File: config.mk
export PLATFORM = sky130hd
export DESIGN_NAME = stopwatch_ctrl
export DESIGN_NICKNAME = d
export VERILOG_FILES = /design/src/rtl/stopwatch_pkg.sv /design/src/rtl/key_debounce.sv /design/src/rtl/stopwatch_ctrl.sv
export SDC_FILE = /design/constraint.sdc
export NUM_CORES = 1
export LEC_CHECK = 0
export ABC_AREA = 1
export CORE_AREA = 4 4 85 87
export CTS_BUF_LIST = sky130_fd_sc_hd__clkbuf_4
export CTS_CLUSTER_SIZE = 20
export DETAILED_ROUTE_END_ITERATION = 10
export DIE_AREA = 0 0 89 91
export PLACE_DENSITY = 0.7
export SLEW_MARGIN = 20
export SYNTH_ARGS = -nofsm -noshare
export SYNTH_HDL_FRONTEND = slang
export SYNTH_SLANG_ARGS = --single-unit
File: constraint.sdc
create_clock -name CLOCK2_50 -period 2.79 [get_ports CLOCK2_50]
set_clock_uncertainty 0.2 [all_clocks]
set_input_delay 0.558 -clock CLOCK2_50 [delete_from_list [all_inputs] [get_ports CLOCK2_50]]
set_output_delay 0.558 -clock CLOCK2_50 [all_outputs]
set_load 0.02 [all_outputs]
File: src/rtl/stopwatch_pkg.sv
// stopwatch_pkg: state encoding, default timing constants and transition rules for the stopwatch controller
package stopwatch_pkg;
  typedef enum logic [1:0] {S_IDLE = 2'd0, S_RUN = 2'd1, S_STOP = 2'd2, S_LAP = 2'd3} state_t;
  localparam int DEB_CYCLES_DEF = 50000;
  localparam int TICK_DIV_DEF = 500000;
  function automatic state_t next_state(input state_t s, input logic k1, input logic k2, input logic lap_en);
    if (k1) return (s == S_RUN || s == S_LAP) ? S_STOP : S_RUN;
    if (k2) return s == S_RUN ? (lap_en ? S_LAP : S_RUN) : s == S_LAP ? S_RUN : S_IDLE;
    return s;
  endfunction
  function automatic logic clr_req(input state_t s, input logic k1, input logic k2);
    return k2 && !k1 && (s == S_IDLE || s == S_STOP);
  endfunction
endpackage

File: src/rtl/key_debounce.sv
// key_debounce: 2-FF synchronizer, stability debounce and one-cycle press pulse for an active-low key
module key_debounce
  import stopwatch_pkg::*;
#(
  parameter int DEB_CYCLES = DEB_CYCLES_DEF
) (
  input  logic clk,
  input  logic rst_n,
  input  logic key,
  output logic press
);
  localparam int CW = $clog2(DEB_CYCLES + 1);
  logic sync1, sync2, level, armed;
  logic [1:0] fill;
  logic [CW-1:0] cnt;
  logic settle;
  assign settle = (sync2 != level) && cnt == CW'(DEB_CYCLES - 1);
  // sync, count consecutive disagreeing samples, and only arm once a real released sample is seen
  always_ff @(posedge clk or negedge rst_n)
    if (!rst_n) begin
      sync1 <= 1'b1;
      sync2 <= 1'b1;
      level <= 1'b1;
      fill  <= '0;
      armed <= 1'b0;
      cnt   <= '0;
      press <= 1'b0;
    end else begin
      sync1 <= key;
      sync2 <= sync1;
      fill  <= {fill[0], 1'b1};
      armed <= armed | (fill[1] & sync2);
      cnt   <= (sync2 != level && !settle) ? cnt + CW'(1) : '0;
      level <= settle ? sync2 : level;
      press <= settle && !sync2 && armed;
    end
endmodule

File: src/rtl/stopwatch_ctrl.sv
// stopwatch_ctrl: key-driven stopwatch FSM with centisecond prescaler; define STOPWATCH_LAP_EN for the lap/hold state
module stopwatch_ctrl
  import stopwatch_pkg::*;
#(
  parameter int DEB_CYCLES = DEB_CYCLES_DEF,
  parameter int TICK_DIV = TICK_DIV_DEF
) (
  input  logic       CLOCK2_50,
  input  logic       KEY0,
  input  logic       KEY1,
  input  logic       KEY2,
  output logic       run,
  output logic       tick,
  output logic       clr,
  output logic       hold,
  output logic [1:0] state
);
`ifdef STOPWATCH_LAP_EN
  localparam logic LAP_EN = 1'b1;
`else
  localparam logic LAP_EN = 1'b0;
`endif
  localparam int PW = $clog2(TICK_DIV);
  state_t st, nxt;
  logic k1, k2;
  logic [PW-1:0] pre;
  key_debounce #(.DEB_CYCLES(DEB_CYCLES)) u_key1 (.clk(CLOCK2_50), .rst_n(KEY0), .key(KEY1), .press(k1));
  key_debounce #(.DEB_CYCLES(DEB_CYCLES)) u_key2 (.clk(CLOCK2_50), .rst_n(KEY0), .key(KEY2), .press(k2));
  assign nxt = next_state(st, k1, k2, LAP_EN);
  assign state = st;
  assign tick = run && pre == PW'(TICK_DIV - 1);
  // state register with outputs registered alongside the next state
  always_ff @(posedge CLOCK2_50 or negedge KEY0)
    if (!KEY0) begin
      st   <= S_IDLE;
      run  <= 1'b0;
      hold <= 1'b0;
      clr  <= 1'b0;
    end else begin
      st   <= nxt;
      run  <= nxt == S_RUN || nxt == S_LAP;
      hold <= LAP_EN && nxt == S_LAP;
      clr  <= clr_req(st, k1, k2);
    end
  // prescaler advances only while running, keeps its phase when stopped, zeroed by clr
  always_ff @(posedge CLOCK2_50 or negedge KEY0)
    if (!KEY0) pre <= '0;
    else pre <= clr ? '0 : !run ? pre : tick ? '0 : pre + PW'(1);
endmodule

### Yosys cells after proc, flatten, opt, wreduce, memory -nomap -nowiden

Index checks and enable logic that the tools add are counted.

| cells by class | value |
|---|---|
| $add $sub $neg | 3 |
| equality and inequality tests | 10 |
| multiplexer cells | 15 |
| bitwise logic cells | 4 |
| reductions and logical operators | 21 |

Operator list:

| operator | count |
|---|---|
| two-way mux 19 bit | 3 |
| adder 16 x 1 -> 16 bit, second input constant | 2 |
| equality test 16 bit, second input constant | 2 |
| two-way mux 16 bit | 2 |
| adder 19 x 1 -> 19 bit, second input constant | 1 |
| equality test 19 bit, second input constant | 1 |
| logical AND 1 bit | 11 |
| two-way mux 2 bit | 5 |
| equality test 2 bit, second input constant | 3 |
| logical NOT 1 bit | 5 |
| two-way mux 1 bit | 5 |
| equality test 2 x 1 -> 1 bit, second input constant | 2 |
| logical OR 1 bit | 3 |
| bitwise AND 1 bit | 2 |
| logical NOT 2 bit | 1 |
| inequality test 1 bit | 2 |
| OR 1 bit | 2 |
| nonzero test 2 bit | 1 |

| storage, ports and cells | value |
|---|---|
| bits in registers | 69 |
| input port bits | 4 |
| logic and storage cells | 71 |

### Depth between registers and ports, before layout

| logic depth | value |
|---|---|
| depth after elaboration | 9 |
| gate-level depth with buffers | 10 |
| gate-level depth less buffers | 10 |

### Cells and area by module

A second synthesis with hierarchy kept.

| second synthesis, totals | value |
|---|---|
| cell total of the unflattened synthesis | 458 |
| area total of the unflattened synthesis | 3,664.8 µm² |

Modules (own cells, without submodules):

| module | times used | cells each | area each (µm²) | seq. area each (µm²) |
|---|---|---|---|---|
| key_debounce | 2 | 134 | 1,139.8 | 579.3 |
| stopwatch_ctrl | 1 | 190 | 1,385.1 | 550.5 |

### Worst setup path before layout

Ideal clock, no wire load.

| timing path | value |
|---|---|
| path kind | flip-flop to output port |
| start | reg pre[0] |
| end | out tick |
| arrival time | 1.179 ns |
| path slack | 0.853 ns |
| cell stages (with the launch flop) | 6 |
| cells stage by stage | dfrtp_1 ha_1 nand2_1 nor2_2 nand3_1 nor2_1 |

| on the way | value |
|---|---|
| cells in the longest elaborated chain, start to end | 2 |

Ends and longest elaborated chain:

| element | RTL line | source |
|---|---|---|
| start, declared | stopwatch_ctrl.sv:26 | `logic [PW-1:0] pre;` |
| start signal, assigned | stopwatch_ctrl.sv:48 | `else pre <= clr ? '0 : !run ? pre : tick ? '0 : pre + PW'(1);` |
| equality test 19 bit | stopwatch_ctrl.sv:31 | `assign tick = run && pre == PW'(TICK_DIV - 1);` |
| logical AND 1 bit | stopwatch_ctrl.sv:31 |  |
| end, declared | stopwatch_ctrl.sv:13 | `output logic tick,` |

No other way between the ends.

### Worst setup path after layout

Ends and elaborated chain as after synthesis.

==> results.txt <==
----------------------------------------------------
[Synth]
  Average cell area after synthesis ... 8.01 µm²
  Count of different cell masters after synthesis ... 29
  Post-Syn Instances ... 429
  Multiplexer fraction of the synthesized cell area ... 0%
  Cell type contributing the most total cell area after synthesis ... sky130_fd_sc_hd__dfrtp_1
  Combinational family with the most area after synthesis ... simple AND/OR/NAND/NOR gates
  Post-synth top area share ... 43.7%
  Total of warnings raised by yosys ... 0
  Register bit count reported by yosys ... 66
  Sequential element share of the synthesized area ... 48.3%
  Arithmetic-cell share of the synthesized area counting full adders, half adders and majority gates ... 1.09%
  Xor/xnor cell area share of the yosys netlist ... between 5 and 6%
  Net count after synthesis ... 436
  Top area cells in the synthesized netlist ... sky130_fd_sc_hd__dfrtp_1 (44%), sky130_fd_sc_hd__nand2_1 (9.2%), sky130_fd_sc_hd__nor2_1 (8.3%)
  Compound-cell area share of the yosys netlist ... 3.64%
  Synth Cell Area ... 0.00343 mm²
  Simple logic cell fraction of the synthesized area ... 32.9%

[Cells and area]
  Number of filler instances in the final layout ... 562
  Non-filler instance count after layout ... 526
  Most frequent standard cell in the layout excluding fill and tap cells ... sky130_fd_sc_hd__nand2_1
  Share of cells above drive strength 1 ... 12.0%
  Cell area after layout ... 0.00375 mm²
  Area added between synthesis and finish ... 9.07%
  Commonest cells after routing, fill and taps aside ... sky130_fd_sc_hd__nand2_1 (84), sky130_fd_sc_hd__nor2_1 (76), sky130_fd_sc_hd__dfrtp_1 (60), sky130_fd_sc_hd__inv_1 (57), sky130_fd_sc_hd__nand3_1 (27)
  Diodes inserted ... 0
  Net total in the final layout ... ~450

[Placement]
  Post-Place Cell Area ... around 0.0036 mm²
  # port buffers ... 8
  RD Place Congestion ... 0.885
  Count of placed standard cells including taps ... 509
  Placed wire-length estimate after detailed placement ... 4440 µm

[CTS]
  Buffer levels on the longest clock path ... 2
  Clock transition at the registers of the reported paths ... around 0.12 ns
  Max H-tree Level ... 3
  Clock buffer count from CTS ... 9
  Setup Buffers After CTS ... 0
  Clock net sink count ... 66
  Clk root buf ... sky130_fd_sc_hd__clkbuf_4
  TritonCTS clock tree ... done
  Clock Latency Late Sink ... 0.42 ns

[Worst setup path]
  Sort of element at the end of the critical path ... output port
  Data arrival, critical path ... 1.86 ns
  Critical path's largest stage delay ... 0.40 ns
  Critical path buffers and inverters ... 1
  Critical path start-end classification ... register to output port
  Crit path cell chain ... ha_1 -> nand2_1 -> nor2_2 -> nand3_1 -> nor2_1 -> clkdlybuf4s15_1
  CP max FO ... 4
  Crit path max-delay cell type ... sky130_fd_sc_hd__dfrtp_1
  Critical path launch point type ... register
  Req. time, crit path ... 2.03 ns
  Crit-path leading delay family ... simple AND/OR/NAND/NOR gates

[Global route]
  Antenna violations before repair ... 0
  All-layer global routing usage ... 17.3%
  Number of global-route vias before repair ... 2516
  Remaining global-route overflow ... 0
  Largest net degree at the start of global routing ... 52
  Global-route wire length before repair ... 11000 µm

[Timing]
  Final worst hold slack ... 0.162 ns
  Post-layout min period ... 2.62 ns
  Hold Violations, Final ... 0
  Number of slew-limit violations in the final report ... 0
  Worst-Margin Slew ... 0.559 ns
  Setup repair after global routing missed its margin ... false
  Setup Viol. Count Final ... 0
  Highest achievable clock rate ... between 300 and 400 MHz
  Final total negative setup slack ... 0 ns
  Fin crit share ... between 90 and 100%
  Max transition margin ... between 60% and 70%

[Run status]
  Result of the run ... finished, final reports clean

[Drt]
  Via count ... 2626
  Remaining DRCs ... 0
  DR WL/cell ... around 12 µm
  Number of detailed-routing iterations run before antenna repair ... 4
  Residual antenna-violating net count after detailed routing ... 0
  Total Wirelength ... 6180 µm
  Detailed Route Iter0 Violations ... between 150 and 200
  Avg Vias per Cell ... 4.99

[Floorplan]
  Chip width ... roughly 89 µm
  Die height ... around 91 µm
  Starting density of the core ... 54.1%
  Total I/O pin count ... 10
  Die outline area ... 0.00810 mm²
  # rows ... 29
  Core area ... roughly 0.0063 mm²

[Pwr]
  Maximum vdd drop ... 294 µV
  Power per cell area ... 474 mW/mm²
  LEAKAGE ... 1.65 nW

[Min path]
  Min-Delay Path Class ... register to register

[Run]
  Max Cap Violations ... 0

----------------------------------------------------
## worst paths after layout
| path | start | slack, ns | endpoint | cells after the start |
|---|---|---|---|---|
| hold reg to reg | u_key2.fill[0]$_DFF_PN0_ | 0.16 | u_key1.fill[1]$_DFF_PN0_ | 0 |
| hold / removal | u_key2.fill[0]$_DFF_PN0_ | 0.16 | u_key1.fill[1]$_DFF_PN0_ | 0 |
| min in group asynchronous | KEY0 | 0.37 | u_key2.cnt[7]$_DFF_PN0_ | 2 |
| max in group asynchronous | KEY0 | 1.37 | u_key1.level$_DFFE_PN1P_ | 3 |
| setup reg to reg | pre[0]$_DFFE_PN0P_ | 0.84 | pre[16]$_DFFE_PN0P_ | 10 |
| setup / recovery | pre[0]$_DFFE_PN0P_ | 0.17 | tick | 6 |
## registers in the layout, indices dropped and copies added (netlist names), named ones only
name / cells
clr: 1
pre: 19
state: 1
u_key1.armed: 1
u_key1.cnt: 16
u_key1.fill: 1
u_key1.level: 1
u_key1.press: 1
u_key1.sync1: 1
u_key1.sync2: 1
u_key2.armed: 1
u_key2.cnt: 16
u_key2.fill: 1
u_key2.level: 1
u_key2.press: 1
u_key2.sync1: 1
u_key2.sync2: 1
## kinds of logic (layout without fill, tap and decap cells)
family / count (synthesis) / after routing
AOI/OAI and AO/OA: 24 / 24
xor gates and xnor gates: 22 / 22
adders and majority gates: 3 / 3
buffers and inverters: 65 / 85
DFF: 66 / 66
other: 2 / 2
and+or+nand+nor: 247 / 247
## metal layers
layer	vias to the layer above	global-route usage, %	share of wire [%]
li1	1377	-	-
met1	1199	22.4	47
met2	32	26.6	47
met3	18	4.25	2.5
met4	0	9.43	3.6
met5	-	0	0
## worst reg2reg max path, cell delays in order (launching register included)
cell	delay, ns
sky130_fd_sc_hd__dfrtp_1	0.40
sky130_fd_sc_hd__ha_1	0.17
sky130_fd_sc_hd__nand2_1	0.13
sky130_fd_sc_hd__nor2_2	0.22
sky130_fd_sc_hd__nand2_1	0.07
sky130_fd_sc_hd__nor2_1	0.08
sky130_fd_sc_hd__nand2_1	0.09
sky130_fd_sc_hd__nand2_2	0.24
sky130_fd_sc_hd__inv_1	0.14
sky130_fd_sc_hd__nand2_1	0.08
sky130_fd_sc_hd__nor2_1	0.04
## where the power goes
part	internal (W)	switching, W
sequential	0.000970	0.00000798
combinational	0.0000158	0.0000384
clock	0.000371	0.000374
## metrics by stage
step	worst slack [ns]	utilization, %	total power [W]
2_1_floorplan	0.853	-	0.00102
3_3_place_gp	0.354	56.2	0.00105
3_5_place_dp	0.349	56.2	0.00105
4_1_cts	0.122	59.0	0.00180
5_1_grt	0.0140	59.0	0.00186
6_report	0.172	59.0	0.00178
## area by class of cell
type / instances / area [µm²] / area share, %
inverter: 58 / 218 / 5.81
clock inverter: 7 / 100 / 2.67
sequential: 66 / 1660 / 44.3
tap: 77 / 96.3 / 2.57
multi-input combinational: 298 / 1490 / 39.8
clock buffer: 9 / 67.6 / 1.80
timing repair buffer: 11 / 113 / 3.01
## synth_stat cells
library cell,count
sky130_fd_sc_hd__nor3b_1,1
sky130_fd_sc_hd__buf_12,1
sky130_fd_sc_hd__o21ai_0,12
sky130_fd_sc_hd__nand4_1,10
sky130_fd_sc_hd__xnor2_1,2
sky130_fd_sc_hd__nor3_4,1
sky130_fd_sc_hd__inv_1,57
sky130_fd_sc_hd__o21ai_1,1
sky130_fd_sc_hd__conb_1,2
sky130_fd_sc_hd__inv_2,1
sky130_fd_sc_hd__nand3_1,27
sky130_fd_sc_hd__nand2_2,5
sky130_fd_sc_hd__a21oi_1,9
sky130_fd_sc_hd__nand2_1,84
sky130_fd_sc_hd__xor2_1,20
sky130_fd_sc_hd__dfrtp_1,60
sky130_fd_sc_hd__o21bai_1,2
sky130_fd_sc_hd__dfstp_2,6
sky130_fd_sc_hd__and2_1,1
sky130_fd_sc_hd__and3_1,1
sky130_fd_sc_hd__nand2_4,1
sky130_fd_sc_hd__buf_4,6
sky130_fd_sc_hd__ha_1,3
sky130_fd_sc_hd__nand3_2,2
sky130_fd_sc_hd__nor2_1,76
sky130_fd_sc_hd__nor3_2,1
sky130_fd_sc_hd__nor2_4,3
sky130_fd_sc_hd__nor3_1,19
sky130_fd_sc_hd__nor2_2,15
## what timing repair did
action,CTS,global route
gates resized for setup,1,1
hold buffers,1,0
pin swaps,0,0
hold endpoints to repair,15,0
endpoints found under the setup margin,1,1
Power figures use the tool's default switching activity.
